`src/rtl/stopwatch_pkg.sv`:
```
// Shared BCD types, digit limits and the load-saturation helper for the stopwatch core.

package stopwatch_pkg;

   typedef logic [3:0] bcd_t;

   localparam bcd_t DIGIT_MAX_9 = 4'd9;
   localparam bcd_t DIGIT_MAX_5 = 4'd5;
   localparam bcd_t BCD_ZERO    = 4'd0;

   // Clamp a preload digit to the largest legal value for its position.
   function automatic bcd_t sat_bcd(input bcd_t val, input bcd_t max);
      return (val > max) ? max : val;
   endfunction

endpackage

```
`src/rtl/bcd_digit_counter.sv`:
```
// One BCD digit (0..MAX) with clear/load/step; cy_o flags carry (up) or borrow (down).

module bcd_digit_counter
   import stopwatch_pkg::*;
#(
   parameter bcd_t MAX = DIGIT_MAX_9
) (
   input  logic clk_i,
   input  logic rst_ni,
   input  logic en_i,
   input  logic down_i,
   input  logic clr_i,
   input  logic ld_i,
   input  bcd_t ld_val_i,
   output bcd_t q_o,
   output logic cy_o
);

   bcd_t q_q, q_d;

   always_comb begin
      q_d = q_q;
      if (clr_i) begin
         q_d = BCD_ZERO;
      end else if (ld_i) begin
         q_d = ld_val_i;
      end else if (en_i) begin
         if (down_i) begin
            q_d = (q_q == BCD_ZERO) ? MAX : q_q - 4'd1;
         end else begin
            q_d = (q_q == MAX) ? BCD_ZERO : q_q + 4'd1;
         end
      end
   end

   always_ff @(posedge clk_i or negedge rst_ni) begin
      if (!rst_ni) begin
         q_q <= BCD_ZERO;
      end else begin
         q_q <= q_d;
      end
   end

   assign q_o  = q_q;
   assign cy_o = en_i && (down_i ? (q_q == BCD_ZERO) : (q_q == MAX));

endmodule

```
`src/rtl/stopwatch_core.sv`:
```
// BCD m:ss.dc up/down stopwatch with prescaler, preload, DONE/WRAP pulses.
// Optional lap/split display freeze when STOPWATCH_SPLIT_LAP_EN is defined.

module stopwatch_core
   import stopwatch_pkg::*;
#(
   parameter int unsigned TICK_DIV   = 500000,
   parameter int unsigned MIN_DIGITS = 1
) (
   input  logic                    clk_i,
   input  logic                    rst_ni,
   input  logic                    enable_i,
   input  logic                    clear_i,
   input  logic                    load_i,
   input  logic                    mode_down_i,
   input  logic [4*MIN_DIGITS-1:0] ld_min_i,
   input  logic [3:0]              ld_tensec_i,
   input  logic [3:0]              ld_sec_i,
   input  logic                    lap_i,
   output logic [4*MIN_DIGITS-1:0] min_o,
   output logic [3:0]              tensec_o,
   output logic [3:0]              sec_o,
   output logic [3:0]              decisec_o,
   output logic [3:0]              centisec_o,
   output logic                    done_o,
   output logic                    wrap_o,
   output logic                    lap_active_o
);

   localparam int unsigned NumDig = 4 + MIN_DIGITS;
   localparam int unsigned PrescW = (TICK_DIV > 1) ? $clog2(TICK_DIV) : 1;
   localparam logic [PrescW-1:0] PrescLast = PrescW'(TICK_DIV - 1);

   logic [PrescW-1:0] presc_q, presc_d;
   logic halt_q, halt_d, done_q, done_d, wrap_q, wrap_d;
   logic run, tick, step, all_zero, at_one, cnt_en;
   logic [NumDig:0]        cy;
   logic [NumDig-1:0][3:0] dig, ld_val, disp;

   // Digit index 0 = centiseconds, 3 = tens of seconds, 4.. = minutes (low first).
   always_comb begin
      ld_val    = '0;
      ld_val[2] = sat_bcd(ld_sec_i, DIGIT_MAX_9);
      ld_val[3] = sat_bcd(ld_tensec_i, DIGIT_MAX_5);
      for (int i = 0; i < int'(MIN_DIGITS); i++) begin
         ld_val[4+i] = sat_bcd(ld_min_i[4*i+:4], DIGIT_MAX_9);
      end
   end

   for (genvar g = 0; g < NumDig; g++) begin : g_dig
      localparam bcd_t Max = (g == 3) ? DIGIT_MAX_5 : DIGIT_MAX_9;
      bcd_digit_counter #(.MAX(Max)) u_dig (
         .clk_i   (clk_i),
         .rst_ni  (rst_ni),
         .en_i    (cy[g]),
         .down_i  (mode_down_i),
         .clr_i   (clear_i),
         .ld_i    (load_i),
         .ld_val_i(ld_val[g]),
         .q_o     (dig[g]),
         .cy_o    (cy[g+1])
      );
   end

   assign run      = enable_i && !halt_q;
   assign tick     = run && (presc_q == PrescLast);
   assign step     = tick && !clear_i && !load_i;
   assign all_zero = (dig == '0);
   assign at_one   = (dig[NumDig-1:1] == '0) && (dig[0] == 4'd1);
   // A down tick at 0:00.00 must not underflow, so the cascade is gated there.
   assign cnt_en   = step && !(mode_down_i && all_zero);
   assign cy[0]    = cnt_en;

   always_comb begin
      done_d  = step && mode_down_i && (all_zero || at_one);
      wrap_d  = step && !mode_down_i && cy[NumDig];
      halt_d  = halt_q;
      presc_d = presc_q;
      if (clear_i || load_i) begin
         halt_d  = 1'b0;
         presc_d = '0;
      end else begin
         if (done_d) halt_d = 1'b1;
         if (run) presc_d = tick ? '0 : presc_q + 1'b1;
      end
   end

   always_ff @(posedge clk_i or negedge rst_ni) begin
      if (!rst_ni) begin
         presc_q <= '0;
         halt_q  <= 1'b0;
         done_q  <= 1'b0;
         wrap_q  <= 1'b0;
      end else begin
         presc_q <= presc_d;
         halt_q  <= halt_d;
         done_q  <= done_d;
         wrap_q  <= wrap_d;
      end
   end

`ifdef STOPWATCH_SPLIT_LAP_EN
   logic                   lap_active_q, lap_active_d;
   logic [NumDig-1:0][3:0] lap_q, lap_d;

   always_comb begin
      lap_active_d = lap_active_q;
      lap_d        = lap_q;
      if (clear_i || load_i) begin
         lap_active_d = 1'b0;
      end else if (lap_i) begin
         lap_active_d = !lap_active_q;
         if (!lap_active_q) lap_d = dig;
      end
   end

   always_ff @(posedge clk_i or negedge rst_ni) begin
      if (!rst_ni) begin
         lap_active_q <= 1'b0;
         lap_q        <= '0;
      end else begin
         lap_active_q <= lap_active_d;
         lap_q        <= lap_d;
      end
   end

   assign disp         = lap_active_q ? lap_q : dig;
   assign lap_active_o = lap_active_q;
`else
   logic unused_lap;
   assign unused_lap   = lap_i;
   assign disp         = dig;
   assign lap_active_o = 1'b0;
`endif

   assign centisec_o = disp[0];
   assign decisec_o  = disp[1];
   assign sec_o      = disp[2];
   assign tensec_o   = disp[3];
   assign min_o      = disp[NumDig-1:4];
   assign done_o     = done_q;
   assign wrap_o     = wrap_q;

endmodule

```
`config.mk`:
```
export PLATFORM = sky130hd
export DESIGN_NAME = stopwatch_core
export DESIGN_NICKNAME = d
export VERILOG_FILES = /design/src/rtl/stopwatch_pkg.sv /design/src/rtl/bcd_digit_counter.sv /design/src/rtl/stopwatch_core.sv
export SDC_FILE = /design/constraint.sdc
export NUM_CORES = 1
export LEC_CHECK = 0
export CAP_MARGIN = 30
export CORE_MARGIN = 2
export CORE_UTILIZATION = 42
export CTS_CLUSTER_SIZE = 20
export DETAILED_ROUTE_END_ITERATION = 12
export GPL_TIMING_DRIVEN = 0
export SLEW_MARGIN = 20
export SYNTH_ARGS = -nofsm -noshare
export SYNTH_HDL_FRONTEND = slang
export SYNTH_SLANG_ARGS = --single-unit
```
`constraint.sdc`:
```
create_clock -name clk_i -period 4.05 [get_ports clk_i]
set_clock_uncertainty 0.2 [all_clocks]
set_input_delay 0.81 -clock clk_i [delete_from_list [all_inputs] [get_ports clk_i]]
set_output_delay 0.81 -clock clk_i [all_outputs]
set_load 0.1 [all_outputs]
```
==> metrics.cfg, run 1 <==
[routing]
drt-initial-drc-count = 145
drc = 0
vias = 3135
dr.pass1.iters = 4
vias_per_cell = 5.77
wl_per_cell_microns = 16.0
drt_wl_total_microns = 8710
antenna_left = 0

[final_layout]
drive_gt1_share_pct = 12.5
fill_cells = 751
area_growth_pct = 18.3
seq_area_sq_um = 1050
utilization_pct = 51.4
antenna_cells = 0
multi_input_area_sq_um = 2110
mostFrequentLayoutCell = dfrtp_1
stdcell_area_sq_um = 4000
final_cell_mix = dfrtp_1 (42), nor2_1 (41), clkdlybuf4s50_1 (38)
fin_nets = 472

[power]
netSwitchingFraction_pct = 34.5
p_comb_share_pct = 26.0
p_per_area_nw_per_um2 = 243
p_sw_uw = 335
p_leak_uw = 0.00154
ir_worst_vdd_uv = 136
p_int_uw = 637
clkPwrFrac_pct = 28.6
power_frac_seq_pct = 45.4

[global_route]
grt-ovfl-total = 0
grt_max_degree = 25
grt_pass1_wl_microns = 14400
antenna_found_initial = 0
grt.total_usage_pct = 20.6
grt_pass1_vias = 2997

[timing]
hold_viol = 0
max_slew_margin_pct = 34.5
finalSetupViolCount = 0
fin_crit_sh_pct = 84.7
drv_slew = 0
period_minus_slack_ns = 3.43
rsz0062_at_grt = false
finalSetupTns_ns = 0
setup_slack_ns = 0.619
tightestPinTransition_ns = 0.974
clock.fmax_mhz = 291

[setup_path]
slowest_stage = clkdlybuf4s50_1
rrSetupSlack_ns = 1.14
crit_required_ns = 4.01
worstSetupStartpointType = input pin
critPathBufInv = 2
cpPeakStageDelay_ns = 0.55
worstPathCellList = clkdlybuf4s50_1, buf_2, nor4bb_1, nor2_1, nor4_4, o2111ai_1, nor4_1
critPathMaxFanout = 10
criticalPathCategory = in2reg
cp_top_family = simple AND/OR/NAND/NOR gates
cp-end-kind = register
arrival_ns = 3.39

[yosys]
synthDistinctLibCells = 80
ys_seq_area_share_pct = 31.1
postSynthNetCount = 425
async_flop_share_pct = 100
netlist_area_sq_um = 3380
synth_ff_type = dfrtp_1
postSynthCellCount = 393
synth_area_leaders = dfrtp_1 (31%), ha_1 (4.8%), nor2_1 (4.6%), a21oi_1 (3.4%), nand2_1 (3.2%)
synth_top_area_share_pct = 31.1
ys_ff_latch = 42
synth_edf_count = 0
synth_top_area_cell = dfrtp_1
avgSynthCellArea_sq_um = 8.59
synth_warnings = 0

[clock_network]
cts_buffers = 5
cts_resized = 0
cts-root-buf = clkbuf_8
clockBufferDepth = 2
cts_tree = built
clk_latency_ns = 0.29
holdBufCountCts = 0
cts.clk_slew.worst_paths_ns = 0.09
cts.sinks = 42
cts_setup_buffers = 0
htree_num_levels = 2

[placement]
gp_congestion = 0.880
place_area_sq_um = 3910
hpwlAfterDp_microns = 6530
pre_cts_slack_ns = 0.330
portBuffers = 39

[die]
start_util_pct = 43.5
dieArea_sq_um = 8770
die_w_microns = 93.7
io-pin-count = 42
rows = 32
core_sq_um = 7770
die_h_microns = 93.7

[hold_path]
hold_path_class = in2async

[status]
status = complete, no violations

[job]
max_cap_viol_count = 0

-- metal layers --
layer,track usage [%],share of wire (%)
met1,26.5,47
met2,36.5,50
met3,3.13,3.1
met4,4.83,0.80
met5,0,0
-- worst register-to-register path, delay by kind of cell, from the launching register on --
kind                       cells  cell delay [ns]
and+or+nand+nor                4             1.57
DFF                            1             0.47
adders and majority gates      1             0.19
AOI/OAI and AO/OA              1             0.18
buffers and inverters          1             0.17
-- synth_stat cells, drive strengths merged (3+ instances only) --
master,n
and4,4
o31ai,3
ha,13
a31oi,8
nor4,11
nor3b,8
and4b,3
a22o,3
nor2,41
and2,5
nor4b,3
a211o,3
nand4,11
nand3,14
xor2,11
xnor2,8
inv,14
or3,5
a21o,3
nor3,5
dfrtp,42
nand2b,3
o221ai,5
mux2,3
or2,3
o21ai,22
buf,15
o211ai,3
a21oi,24
mux2i,4
o21a,4
clkbuf,11
nand2,29
a211oi,10
or3b,3
-- per-stage QoR --
stage / cells / power [uW] / hold slack, ns
floorplan: 393 / 622 / 0.264
global placement: 534 / 698 / 0.291
detailed placement: 535 / 702 / 0.289
CTS: 543 / 984 / 0.289
global route: 543 / 1030 / 0.309
finish: 543 / 973 / 0.273
-- registers in the layout (all words and copies together) (netlist names) --
| signal | count |
|---|---|
| g_dig.u_dig.q_o | 20 |
| halt_q | 1 |
| done_o | 1 |
| presc_q | 19 |
| wrap_o | 1 |
-- area by class of cell --
| cell class | instances | share of cell area (%) |
|---|---|---|
| multi-input combinational | 310 | 52.8 |
| sequential | 42 | 26.3 |
| timing repair buffer | 40 | 10.1 |
| buffer | 27 | 4.04 |
| tap | 102 | 3.19 |
| clock buffer | 6 | 1.82 |
| inverter | 14 | 1.32 |
| clock inverter | 2 | 0.345 |
-- worst paths after layout --
check,start,endpoint,depth (start not counted)
min in group clk_i,halt_q,halt_q,1
setup reg to reg,g_dig[3].u_dig.q_o[1],wrap_o,7
max in group asynchronous,rst_ni,presc_q[11],2
setup / recovery,mode_down_i,wrap_o,7
hold reg to reg,halt_q,halt_q,1
hold / removal,rst_ni,g_dig[3].u_dig.q_o[0],1
-- power by group through the flow --
stage	registers [uW]	clock network (uW)	logic, uW
floorplan	502	0	120
global placement	450	0	248
detailed placement	450	0	252
CTS	442	289	254
global route	444	312	274
finish	441	279	253
-- cells by family after synthesis --
family,Yosys count,share of synthesized area [%]
simple gates,164,28.1
compound gates,106,22.4
flops,42,31.1
buf+inv,41,6.34
xor+xnor,19,4.93
fa+ha+maj,13,4.82
mux,7,2.19
other cells,1,0.111
Note: power is estimated with default switching activity, not from simulation.
==> run 2: changes to the inputs <==
- PLACE_DENSITY: unset -> 0.66
- clock period: 4.05 -> 2.85 ns (I/O delays scaled with it)
==> run 2 against run 1 <==
Net effect:
- worst hold slack worse by 0.23 ns
- clock power is 79% higher
- setup slack worse by 0.55 ns
- non-clock buffer count is 2 higher
- sequential power is 43% higher
- design area is 2.7% higher
- routed wire length hardly changed
- register-to-register slack worse by 0.96 ns
- core utilization is 1.4 points higher
- die area stayed put
- final cell count is 0.18% higher
==> metrics.cfg, run 2 (synthesis results as in run 1) <==
[status]
status = complete, no violations  ; unchanged

[setup_path]
crit_start = enable_i  ; was mode_down_i
crit_required_ns = 2.86  ; was 4.01 ns
r2r-end = g_dig[2].u_dig.q_o[0]  ; was wrap_o
ff2ff_path_depth = 7  ; unchanged
worstPathCellList = clkdlybuf4s50_1, nand2b_2, buf_6, or4_4, a211oi_4, buf_6, a21oi_2, a221oi_2  ; was clkdlybuf4s50_1, buf_2, nor4bb_1, nor2_1, nor4_4, o2111ai_1, nor4_1
rrSetupSlack_ns = 0.18  ; was 1.14 ns
cp-end-kind = register  ; unchanged
r2r-start = presc_q[0]  ; was g_dig[3].u_dig.q_o[1]
worstSetupPathDepth = 8  ; was 7
cpPeakStageDelay_ns = 0.57  ; was 0.55 ns
slowest_stage = or4_4  ; was clkdlybuf4s50_1
crit_path_frequent_cell = buf_6
cp_top_family = buffers and inverters  ; was simple AND/OR/NAND/NOR gates
criticalPathCategory = in2reg  ; unchanged
endpoint = g_dig[2].u_dig.q_o[0]  ; was wrap_o
critPathMaxFanout = 10  ; unchanged
worstSetupStartpointType = input pin  ; unchanged
critPathBufInv = 3  ; was 2
arrival_ns = 2.79  ; was 3.39 ns

[final_layout]
seq_area_sq_um = 1060  ; was 1050 sq um
mostFrequentLayoutCell = nor2_1  ; was dfrtp_1
antenna_cells = 0  ; unchanged
stdcell_area_sq_um = 4100  ; was 4000 sq um
final_cell_mix = nor2_1 (40), clkdlybuf4s50_1 (37), dfrtp_1 (35)  ; was dfrtp_1 (42), nor2_1 (41), clkdlybuf4s50_1 (38)
multi_input_area_sq_um = 2150  ; was 2110 sq um
drive_gt1_share_pct = 15.8  ; was 12.5%
area_growth_pct = 21.5  ; was 18.3%
fin_nets = 474  ; was 472
largest_reg_flops = 20  ; unchanged
fill_cells = 750  ; was 751
stdcell_count = 544  ; was 543

[global_route]
grt-ovfl-total = 0  ; unchanged
grt_pass1_wl_microns = 14800  ; was 14400 microns
grt_max_degree = 23  ; was 25
grt.total_usage_pct = 20.9  ; was 20.6%
antenna_found_initial = 0  ; unchanged
grt_pass1_vias = 2988  ; was 2997

[timing]
finalSetupViolCount = 0  ; unchanged
rsz0062_at_grt = false  ; unchanged
finalSetupTns_ns = 0  ; unchanged
hold_viol = 0  ; unchanged
clock.fmax_mhz = 360
max_slew_margin_pct = 34.8  ; was 34.5%
drv_slew = 0  ; unchanged
period_minus_slack_ns = 2.78
tightestPinTransition_ns = 0.969  ; was 0.974 ns
fin_crit_sh_pct = 97.4
setup_slack_ns = 0.0732  ; was 0.619 ns

[clock_network]
cts_tree = built  ; unchanged
holdBufCountCts = 0  ; unchanged
cts-root-buf = clkbuf_8  ; unchanged
cts.sinks = 42  ; unchanged
cts_buffers = 5  ; unchanged
htree_num_levels = 2  ; unchanged
clk_latency_ns = 0.30  ; was 0.29 ns
clockBufferDepth = 2  ; unchanged
cts.clk_slew.worst_paths_ns = 0.09  ; about the same

[die]
io-pin-count = 42  ; unchanged
die_h_microns = 93.7  ; unchanged
dieArea_sq_um = 8770  ; unchanged
start_util_pct = 43.5  ; unchanged
rows = 32  ; unchanged
core_sq_um = 7770  ; unchanged
die_w_microns = 93.7  ; unchanged

[power]
p_per_area_nw_per_um2 = 365  ; was 243 nW/um^2
ir_worst_vdd_uv = 189  ; was 136 uV
p_leak_uw = 0.00158  ; was 0.00154 uW

[routing]
dr.pass1.iters = 4  ; unchanged
drc = 0  ; unchanged
wl_per_cell_microns = 16.0  ; about the same
drt_wl_total_microns = 8710  ; about the same
drt-initial-drc-count = 193  ; was 145
vias = 3118  ; was 3135
vias_per_cell = 5.73  ; was 5.77
antenna_left = 0  ; unchanged

[placement]
gp_congestion = 0.876  ; was 0.880
place_area_sq_um = 3930  ; was 3910 sq um
hpwlAfterDp_microns = 6370  ; was 6530 microns
portBuffers = 39  ; unchanged
pre_cts_slack_ns = -0.610  ; was 0.330 ns
dp_cells = 535  ; unchanged

[job]
max_cap_viol_count = 0  ; unchanged

[hold_path]
hold_path_class = in2async  ; unchanged

## run 2: cell count changes in the layout (fill, tap and decap cells not counted), moves of 2 or more
| cell | before | now |
|---|---|---|
| dfrtp_1 | 42 | 35 |
| dfrtp_2 | 0 | 7 |
| buf_4 | 2 | 5 |
| buf_2 | 6 | 4 |
| clkbuf_1 | 10 | 8 |
## run 2: worst reg2reg max path: cells and delay by family, from the launching register on
family / cells / cell delay (ns)
flops: 1 / 0.42
simple gates: 2 / 0.79
fa+ha+maj: 1 / 0.22
compound gates: 3 / 0.73
buf+inv: 1 / 0.21
## run 2: how the worst min path moves through the flow
stage,startpoint,cells past startpoint,to
floorplan,rst_ni,0,done_o
global placement,halt_q,1,halt_q
detailed placement,halt_q,1,halt_q
CTS,rst_ni,1,g_dig[4].u_dig.q_o[2]
global route,rst_ni,1,g_dig[4].u_dig.q_o[2]
finish,rst_ni,1,g_dig[4].u_dig.q_o[2]
## run 2: area by class of cell
cell class	instances	area share, %
flip-flops and latches	42	25.8
clock buffers	6	2.01
plain buffers	27	4.09
multi-input cells	310	52.5
repair buffers	42	10.5
inverters	14	1.28
well taps	102	3.11
clock inverters	1	0.732
## run 2: power breakdown
part           total, uW  switching [uW]  internal (uW)
Sequential           629            20.5            609
Combinational        368             237            130
Clock                500             219            281
Total               1500             477           1020
## run 2: layer usage
metal | wire (microns) | vias up | global-route usage (%)
met4 | 70 | 0 | 5.19
li1 | - | 1554 | -
met2 | 4240 | 66 | 35.4
met3 | 326 | 7 | 3.05
met5 | 0 | - | 0
met1 | 4070 | 1491 | 28.2
## run 2: what timing repair did
action	4_1_cts	5_1_grt
resized for setup	7	6
buffers inserted	2	0
setup endpoints to repair	13	13
pin swaps	2	0
## run 2: metrics by stage
stage / utilization, % / hold WS [ns] / total power, uW
after CTS: 52.6 / 0.0542 / 1500
after detailed placement: 50.5 / 0.300 / 1000
after floorplan: - / 0.0744 / 886
final: 52.8 / 0.0381 / 1500
after global routing: 52.8 / 0.0847 / 1570
after global placement: 50.2 / 0.279 / 991
==> run 3: changes to the inputs <==
- SLEW_MARGIN: 20 -> unset
==> results of run 3 <==
No change in the layout: final DEF, timing and power equal those of run 2.
